`config.mk`:
```
export PLATFORM = sky130hd
export DESIGN_NAME = hazard_stall_ctrl
export DESIGN_NICKNAME = d
export VERILOG_FILES = /design/src/rtl/hazard_stall_ctrl_pkg.sv /design/src/rtl/hazard_stall_ctrl_load_use_detect.sv /design/src/rtl/hazard_stall_ctrl.sv
export SDC_FILE = /design/constraint.sdc
export NUM_CORES = 1
export LEC_CHECK = 0
export CAP_MARGIN = 20
export CORE_UTILIZATION = 30
export DETAILED_ROUTE_END_ITERATION = 8
export DONT_BUFFER_PORTS = 1
export SLEW_MARGIN = 20
export SYNTH_ARGS = -nofsm -noshare
export SYNTH_HDL_FRONTEND = slang
export SYNTH_SLANG_ARGS = --single-unit
```
`constraint.sdc`:
```
create_clock -name clk -period 2.2 [get_ports clk]
set_input_delay 0.33 -clock clk [delete_from_list [all_inputs] [get_ports clk]]
set_output_delay 0.33 -clock clk [all_outputs]
set_load 0.005 [all_outputs]
```
`src/rtl/hazard_stall_ctrl_pkg.sv`:
```
// Shared pipeline definitions: stall FSM encodings, the hard-wired zero register,
// and the bundle of per-stage hold/bubble/flush controls.
package hazard_stall_ctrl_pkg;

    typedef enum logic [1:0] {
        ST_RUN      = 2'd0,
        ST_MEM_WAIT = 2'd1,
        ST_ERROR    = 2'd2
    } state_e;

    localparam logic [4:0] REG_ZERO = 5'd0;

    typedef struct packed {
        logic pc_stall;
        logic if_id_stall;
        logic if_id_flush;
        logic load_stop_request;
        logic id_ex_stall;
        logic ex_mem_stall;
    } ctrl_t;

endpackage

```
`src/rtl/hazard_stall_ctrl_load_use_detect.sv`:
```
// Load-use hazard compare: EX load whose non-zero destination matches a source read in ID.
// Pure combinational, zero latency.
module load_use_detect
    import hazard_stall_ctrl_pkg::*;
(
    input  logic       id_rsRead,
    input  logic [4:0] id_rsAddr,
    input  logic       id_rtRead,
    input  logic [4:0] id_rtAddr,
    input  logic       ex_isLoad,
    input  logic [4:0] ex_regWriteAddr,
    output logic       load_use
);

    logic rs_hit;
    logic rt_hit;

    assign rs_hit   = id_rsRead && (id_rsAddr == ex_regWriteAddr);
    assign rt_hit   = id_rtRead && (id_rtAddr == ex_regWriteAddr);
    assign load_use = ex_isLoad && (ex_regWriteAddr != REG_ZERO) && (rs_hit || rt_hit);

endmodule

```
`src/rtl/hazard_stall_ctrl.sv`:
```
// Central stall/flush controller: load-use bubbles, memory-wait holds, branch flushes,
// memory-wait timeout tracking and a saturating stall-cycle counter.
module hazard_stall_ctrl
    import hazard_stall_ctrl_pkg::*;
#(
    parameter int MEM_TIMEOUT = 16,
    parameter int CNT_W       = 32
) (
    input  logic             clk,
    input  logic             rst,
    input  logic             id_rsRead,
    input  logic [4:0]       id_rsAddr,
    input  logic             id_rtRead,
    input  logic [4:0]       id_rtAddr,
    input  logic             ex_isLoad,
    input  logic [4:0]       ex_regWriteAddr,
    input  logic             id_branchTaken,
    input  logic             mem_req,
    input  logic             mem_ready,
    output logic             pc_stall,
    output logic             if_id_stall,
    output logic             if_id_flush,
    output logic             load_stop_request,
    output logic             id_ex_stall,
    output logic             ex_mem_stall,
    output logic             mem_timeout_err,
    output logic [CNT_W-1:0] stall_count
);

    localparam int TW = $clog2(MEM_TIMEOUT + 1);

    state_e           state_q, state_d;
    logic [TW-1:0]    wait_timer_q, wait_timer_d;
    logic             err_q, err_d;
    logic [CNT_W-1:0] cnt_q, cnt_d;
    logic             mem_wait;
    logic             load_use;
    ctrl_t            ctrl;

    load_use_detect u_load_use_detect (
        .id_rsRead       (id_rsRead),
        .id_rsAddr       (id_rsAddr),
        .id_rtRead       (id_rtRead),
        .id_rtAddr       (id_rtAddr),
        .ex_isLoad       (ex_isLoad),
        .ex_regWriteAddr (ex_regWriteAddr),
        .load_use        (load_use)
    );

    assign mem_wait = mem_req && !mem_ready;

    always_comb begin
        state_d      = state_q;
        wait_timer_d = wait_timer_q;
        err_d        = err_q;
        case (state_q)
            ST_RUN: begin
                if (mem_wait) begin
                    state_d      = ST_MEM_WAIT;
                    wait_timer_d = TW'(1);
                end
            end
            ST_MEM_WAIT: begin
                if (mem_ready) begin
                    state_d      = ST_RUN;
                    wait_timer_d = '0;
                end else begin
                    wait_timer_d = wait_timer_q + TW'(1);
                    if (wait_timer_q == TW'(MEM_TIMEOUT - 1)) begin
                        state_d = ST_ERROR;
                        err_d   = 1'b1;
                    end
                end
            end
            ST_ERROR: ;
            default: state_d = ST_RUN;
        endcase
    end

    // Hold beats bubble: while the memory stalls, EX must keep its load rather than lose it.
    always_comb begin
        ctrl = '0;
        if (!rst) begin
            if (state_q == ST_ERROR || mem_wait) begin
                ctrl.pc_stall     = 1'b1;
                ctrl.if_id_stall  = 1'b1;
                ctrl.id_ex_stall  = 1'b1;
                ctrl.ex_mem_stall = 1'b1;
            end else if (load_use) begin
                ctrl.pc_stall          = 1'b1;
                ctrl.if_id_stall       = 1'b1;
                ctrl.load_stop_request = 1'b1;
            end else if (id_branchTaken) begin
                ctrl.if_id_flush = 1'b1;
            end
        end
    end

    always_comb begin
        cnt_d = cnt_q;
        if (ctrl.pc_stall && (cnt_q != '1)) begin
            cnt_d = cnt_q + CNT_W'(1);
        end
    end

    always_ff @(posedge clk) begin
        if (rst) begin
            state_q      <= ST_RUN;
            wait_timer_q <= '0;
            err_q        <= 1'b0;
            cnt_q        <= '0;
        end else begin
            state_q      <= state_d;
            wait_timer_q <= wait_timer_d;
            err_q        <= err_d;
            cnt_q        <= cnt_d;
        end
    end

    assign pc_stall          = ctrl.pc_stall;
    assign if_id_stall       = ctrl.if_id_stall;
    assign if_id_flush       = ctrl.if_id_flush;
    assign load_stop_request = ctrl.load_stop_request;
    assign id_ex_stall       = ctrl.id_ex_stall;
    assign ex_mem_stall      = ctrl.ex_mem_stall;
    assign mem_timeout_err   = err_q;
    assign stall_count       = cnt_q;

endmodule

```
### After elaboration in Yosys (flattened, before gate mapping)

Cells that the tools add are included.

| word-level totals | value |
|---|---|
| register bits after elaboration | 40 |

| operators by class | value |
|---|---|
| muxes and demuxes | 15 |
| equality and inequality tests | 8 |
| reductions and logical operators | 15 |
| add/sub/neg operators | 2 |
| bitwise logic cells | 2 |

Operators with widths:

| kind | number |
|---|---|
| $add 32x1->32 const B | 1 |
| $ne 32x32->1 const B | 1 |
| $mux 2 | 7 |
| $eq 5x5->1 | 2 |
| $mux 5 | 2 |
| $pmux 5 s2 | 1 |
| $logic_and 1x1->1 | 6 |
| $mux 6 | 1 |
| $pmux 2 s3 | 1 |
| $reduce_and 3->1 | 2 |
| $add 5x1->5 const B | 1 |
| $eq 5x4->1 const B | 1 |
| $reduce_bool 5->1 | 1 |
| $mux 1 | 3 |
| $ne 3x3->1 const B | 1 |
| $eq 2x1->1 const B | 1 |
| $eq 2x2->1 const B | 1 |
| $logic_not 2->1 | 1 |
| $logic_or 1x1->1 | 2 |
| $ne 2x2->1 const B | 1 |
| $not 1->1 | 2 |
| $reduce_and 2->1 | 1 |
| $reduce_bool 2->1 | 1 |
| $logic_not 1->1 | 1 |

### Logic depth before layout (Yosys ltp)

Gate-level depths: netlist of run 1.

| depth | value |
|---|---|
| depth after elaboration | 8 |
| mapped depth | 10 |
| mapped depth without buffers | 7 |

### Cells and area by module

A second synthesis of run 1 with hierarchy kept.

| second synthesis, totals | value |
|---|---|
| cells, all modules | 264 |
| area total of the unflattened synthesis | 2169.6 um2 |

Modules (own cells, without submodules):

| module | area each (um2) | seq. area each (um2) | cells each | instances |
|---|---|---|---|---|
| hazard_stall_ctrl | 2035.7 | 800.8 | 247 | 1 |
| load_use_detect | 133.9 | 0.0 | 17 | 1 |

### Worst setup path after synthesis of run 1

Ideal clock, no wire load.

| timing | value |
|---|---|
| path kind | register to register |
| from | register cnt_q[0] (netlist: stall_count[0]) |
| to | register cnt_q[17] (netlist: stall_count[17]) |
| buffers on the path | 2 |
| data arrival time | 2.021 ns |
| cell stages (with the launch flop) | 10 |
| path slack | 0.109 ns |
| clock period less this slack | 2.091 ns |
| cell sequence | dfxtp_1 ha_1 buf_2 and3_1 nand4_2 nand4b_1 o211ai_2 buf_4 or4_1 a21oi_1 |

| between the ends | value |
|---|---|
| longest elaborated chain between the ends | 2 |
| elaborated cells on any way between the ends | 3 |
| those cells by class | add/sub (1); eq/ne (1); reduce/logical (1) |

RTL lines:

| what | line | source |
|---|---|---|
| from (decl) | hazard_stall_ctrl.sv:35 | `logic [CNT_W-1:0] cnt_q, cnt_d;` |
| from (signal assigned) | hazard_stall_ctrl.sv:116 | `cnt_q <= cnt_d;` |
| branches (longest 2 deep; another with $add 32x1->32) | -- |  |

Several ways; the timed one is not identified.
A chain may end at the register's enable or synchronous reset.

### Final worst setup path of run 1

| timing | value |
|---|---|
| from | register cnt_q[0] (netlist: stall_count[0]) |
| to | register cnt_q[18] (netlist: stall_count[18]) |

Same word-level chain as after synthesis.

==> results of run 1 <==
worst min path at each step:
stage                          from              end
floorplan           mem_timeout_err  mem_timeout_err
global placement                rst  stall_count[26]
detailed placement              rst  stall_count[24]
CTS                             rst  stall_count[24]
global route                    rst       state_q[1]
finish                          rst  stall_count[27]
cells in the mapped netlist, types with 4 or more instances:
cell,instances
nor2_1,15
o21ai_1,4
inv_1,7
a21oi_1,29
buf_4,6
dfxtp_1,40
o31ai_1,12
nand3_1,16
or3_1,13
o21ai_0,13
nand2_1,26
and3_1,9
xnor2_1,10
mux2i_1,4
or4_1,12
kinds of logic (layout without fill, tap and decap cells):
group | count (synthesis) | count (layout) | synth area share
xor+xnor | 13 | 13 | 0.0512
buf+inv | 20 | 36 | 0.0551
mux | 4 | 4 | 0.0180
simple gates | 113 | 113 | 0.305
fa+ha+maj | 3 | 3 | 0.0169
flops | 40 | 40 | 0.360
compound gates | 70 | 70 | 0.193
per-layer routing:
layer,wire length [um],GRT usage,up-vias
li1,-,-,1008
met3,443,0.0386,7
met4,61,0.0484,0
met2,2590,0.253,70
met1,2600,0.193,948
met5,0,0,-
per-stage QoR:
| step | setup slack [ns] | cells |
|---|---|---|
| 4_1_cts | 0.0819 | 378 |
| 6_report | 0.0909 | 378 |
| 2_1_floorplan | 0.109 | 263 |
| 3_5_place_dp | 0.121 | 371 |
| 5_1_grt | -0.0321 | 378 |
| 3_3_place_gp | 0.191 | 371 |
flip-flops by register name (all words and copies together), names as in the netlist:
name	flops
state_q	2
wait_timer_q	5
mem_timeout_err	1
stall_count	32
area by class of cell:
cell class / instances / area (sq um) / area share
timing repair buffer: 22 / 190 / 0.0753
multi-input combinational: 203 / 1310 / 0.518
inverter: 7 / 26.3 / 0.0104
tap: 99 / 124 / 0.0490
clock buffer: 6 / 72.6 / 0.0287
clock inverter: 1 / 5.00 / 0.00198
sequential: 40 / 801 / 0.317
where the power goes:
| group | internal (uW) | switching, uW | total [uW] |
|---|---|---|---|
| clock | 216 | 256 | 472 |
| sequential | 729 | 5.18 | 734 |
| combinational | 37.7 | 43.1 | 80.7 |
==> flow_summary.json, run 1 <==
{
  "status": "completed",
  "synth_warnings": 0,
  "root_buffer": "clkbuf_8",
  "r2r_cells": 8,
  "r2r_end": "stall_count[18]",
  "slew_headroom": 0.661,
  "core_area_sq_um": 7210,
  "clkLatencyLatePin_ns": 0.29,
  "synth_top_cell_area_share": 0.360,
  "rr_startpoint": "stall_count[0]",
  "critical_path_required_ns": 2.43,
  "whs_path_depth": 1,
  "crit_family": "simple AND/OR/NAND/NOR gates",
  "fin_setup_tns_ns": 0,
  "syn_area_per_cell_sq_um": 8.46,
  "fmaxAchievable_mhz": 474,
  "cts_hold_buf": 0,
  "r2r_setup_slack_ns": 0.09,
  "critical-path-max-stage-delay_ns": 0.50,
  "crit_type": "register to register",
  "rows": 31,
  "synth-async-reset-ratio": 0,
  "yosysSeqAreaShare": 0.360,
  "drtIter0Drc": 59,
  "finalHoldViolations": 0,
  "worst_pin_slew_ns": 0.503,
  "final_cell_mix": "dfxtp_1 (40), a21oi_1 (29), nand2_1 (26), buf_4 (20), nand3_1 (16)",
  "grt_max_degree": 35,
  "drc": 0,
  "setup_violations": 0,
  "synth-edff-count": 0,
  "die_h_um": 88.1,
  "ctsResizeCount": 0,
  "p_leak_uw": 0.000861,
  "syn_to_final_growth_pct": 13.6,
  "finalCoreUtilization": 0.350,
  "ant_nets": 0,
  "cp.depth": 8,
  "path_max_fanout": 24,
  "cp-start-kind": "register",
  "num_antenna_cells": 0,
  "layout_commonest_cell": "dfxtp_1",
  "io_pins": 62,
  "finalCritPeriodShare": 0.959,
  "fin_crit_ns": 2.11,
  "htree_levels": 2,
  "ys_ff_latch": 40,
  "portBuffers": 0,
  "crit_chain": "ha_1 > and3_1 > nand4_2 > nand4b_1 > o211ai_2 > buf_12 > or4_1 > a21oi_1",
  "drv_slew": 0,
  "critical_path.endpoint": "stall_count[18]",
  "rsz0062_at_grt": "yes",
  "vias": 2033,
  "startpoint": "stall_count[0]",
  "cts.sink_count": 40,
  "overflow": 0,
  "hold_ws_ns": 0.0980,
  "fillCellCount": 780,
  "detail_route.vias_per_cell": 5.38,
  "gp_congestion": 0.780,
  "crit_path_end_kind": "register",
  "grt_pass1_wl_mm": 9.11,
  "post_drt_wl_per_cell_um": 15.1,
  "dr.pass1.iters": 4,
  "hp-class": "input pin to register",
  "dieArea_sq_um": 7760,
  "maxCapViolations": 0,
  "hpwlAfterDp_mm": 4.30,
  "clockBufferDepth": 2,
  "power_uw": 1290,
  "crit_buf_inv": 1,
  "synth_area_sq_um": 2220,
  "grt.total_usage": 0.152,
  "synth_area_leaders": "dfxtp_1 (36%), a21oi_1 (6.5%), nand2_1 (4.4%)",
  "syn_nets": 289,
  "post_cts_buffers": 0,
  "die_w_um": 88.1,
  "synth_largest_area_cell": "dfxtp_1",
  "cp_slowest_cell": "or4_1",
  "drive_gt1_frac": 0.158,
  "clkTransAtPathRegs_ns": 0.08,
  "cts_tree": "done",
  "initial_core_util": 0.308,
  "postPlaceCellArea_sq_um": 2440,
  "antenna_found_initial": 0,
  "routed_wl_mm": 5.69,
  "cts_inserted_buffers": 5,
  "synthCells": 263,
  "synth_flop_cell": "dfxtp_1",
  "layout.nets": 305,
  "irDropWorstVdd_mv": 0.309,
  "yosysUniqueCellTypes": 50,
  "grt_pass1_vias": 1894,
  "clock_skew_ns": 0.00805,
  "cp_data_arrival_time_ns": 2.34,
  "finish.instance_area_sq_um": 2530,
  "powerDensity_nw_per_um2": 509
}
Power figures use the tool's default switching activity.
==> run 2: changes to the inputs <==
- ABC_CLOCK_PERIOD_IN_PS: unset -> 2200
- TNS_END_PERCENT: unset -> 50
==> results of run 2 <==
No change in the layout: final DEF, timing and power equal those of run 1.
==> run 3: changes to the inputs <==
- ABC_CLOCK_PERIOD_IN_PS: 2200 -> 2210
- CAP_MARGIN: 20 -> unset
- clock period: 2.2 -> 2.21 ns (I/O delays scaled with it)
==> run 3 against run 2 <==
  * Sequential cell count unchanged
  * Design area increased by 3.7%
  * Highest routed layer unchanged
  * Critical path type unchanged
  * Critical path depth unchanged
  * Largest power group unchanged
  * Sequential power about the same
  * Maximum frequency increased by 1.1%
  * Largest cell class unchanged
  * Clock skew about the same
==> flow_summary.json, run 3 (synthesis gave the netlist of run 1 again) <==
{
  "clkLatencyLatePin_ns": 0.29,
  "fillCellCount": 781,
  "fmaxAchievable_mhz": 479,
  "clock_skew_ns": 0.00852,
  "clockBufferDepth": 2,
  "maxCapViolations": 0,
  "root_buffer": "clkbuf_8",
  "cts_tree": "done",
  "grt_max_degree": 35,
  "finalHoldViolations": 0,
  "status": "completed",
  "cp-start-kind": "register",
  "powerDensity_nw_per_um2": 510,
  "ant_nets": 0,
  "hp-class": "input pin to register",
  "dieArea_sq_um": 7760,
  "drive_gt1_frac": 0.179,
  "p_leak_uw": 0.000900,
  "layout_commonest_cell": "dfxtp_1",
  "io_pins": 62,
  "cts_inserted_buffers": 5,
  "hpwlAfterDp_mm": 4.42,
  "path_max_fanout": 13,
  "clkTransAtPathRegs_ns": 0.08,
  "rows": 31,
  "num_antenna_cells": 0,
  "core_area_sq_um": 7210,
  "crit_chain": "ha_1 > and3_4 > nand4_4 > nand4b_1 > o211ai_4 > buf_12 > or4_1 > a21oi_1",
  "critical-path-max-stage-delay_ns": 0.51,
  "detail_route.vias_per_cell": 5.42,
  "drtIter0Drc": 82,
  "setup_violations": 0,
  "routed_wl_mm": 6.04,
  "rsz0062_at_grt": "no",
  "grt.total_usage": 0.154,
  "die_h_um": 88.1,
  "crit_buf_inv": 1,
  "grt_pass1_vias": 1999,
  "cp_data_arrival_time_ns": 2.31,
  "worst_pin_slew_ns": 0.438,
  "syn_to_final_growth_pct": 17.8,
  "cts.sink_count": 40,
  "slew_headroom": 0.705,
  "initial_core_util": 0.308,
  "hold_ws_ns": 0.104,
  "dr.pass1.iters": 4,
  "finalCritPeriodShare": 0.944,
  "crit_family": "simple AND/OR/NAND/NOR gates",
  "crit_path_end_kind": "register",
  "critical_path_required_ns": 2.44,
  "drv_slew": 0,
  "r2r_setup_slack_ns": 0.12,
  "layout.nets": 310,
  "post_drt_wl_per_cell_um": 15.7,
  "crit_type": "register to register",
  "portBuffers": 0,
  "htree_levels": 2,
  "cp_slowest_cell": "or4_1",
  "irDropWorstVdd_mv": 0.251,
  "overflow": 0,
  "drc": 0,
  "grt_pass1_wl_mm": 9.29,
  "fin_crit_ns": 2.09,
  "antenna_found_initial": 0,
  "multi_input_area_sq_um": 1330,
  "die_w_um": 88.1,
  "seq_area_sq_um": 801,
  "gp_congestion": 0.763,
  "vias": 2082,
  "fin_setup_tns_ns": 0,
  "final_cell_mix": "dfxtp_1 (40), a21oi_1 (28), nand2_1 (26), buf_4 (24), nand3_1 (16)",
  "largest_reg_flops": 32
}
-- run 3: where the power goes --
group | internal, uW | switching [uW]
registers | 726 | 5.20
clock network | 255 | 257
logic | 45.9 | 48.3
total | 1030 | 310
-- run 3: worst reg2reg max path, cell delays in order, from the launching register on --
cell	delay [ns]
dfxtp_1	0.33
ha_1	0.21
and3_4	0.19
nand4_4	0.11
nand4b_1	0.21
o211ai_4	0.14
buf_12	0.17
or4_1	0.51
a21oi_1	0.15
-- run 3: timing repair --
| item | CTS | global route |
|---|---|---|
| gates resized for setup | 0 | 5 |
| buffers inserted | 0 | 5 |
| setup endpoints to repair | 0 | 6 |
| hold buffers | 0 | 0 |
-- run 3: worst paths after layout --
| check | start | end | depth (start not counted) |
|---|---|---|---|
| max | stall_count[0] | stall_count[23] | 8 |
| min | rst | stall_count[23] | 1 |
| max reg2reg | stall_count[0] | stall_count[23] | 8 |
| min reg2reg | mem_timeout_err | mem_timeout_err | 2 |
-- run 3: layout make-up --
cell class / count / area share
clock buffers: 8 / 0.0344
inverters: 7 / 0.0100
multi-input cells: 203 / 0.509
flip-flops and latches: 40 / 0.306
repair buffers: 27 / 0.0936
well taps: 99 / 0.0473
-- run 3: metrics by stage --
| stage | util | setup WS (ns) | power (uW) | instance area [sq um] | instances |
|---|---|---|---|---|---|
| 2_1_floorplan | - | 0.119 | 821 | 2220 | 263 |
| 3_3_place_gp | 0.337 | 0.197 | 826 | 2430 | 370 |
| 3_5_place_dp | 0.337 | 0.109 | 829 | 2430 | 370 |
| 4_1_cts | 0.350 | 0.0759 | 1340 | 2520 | 378 |
| 5_1_grt | 0.363 | 0.00624 | 1390 | 2620 | 384 |
| 6_report | 0.363 | 0.124 | 1340 | 2620 | 384 |
-- run 3: metal layers --
layer  up-vias  wire, um  GRT usage
met5         -         0          0
met4         0       104     0.0587
met3        12       466     0.0490
met2        72      2860      0.266
met1       988      2610      0.179
li1       1010         -          -
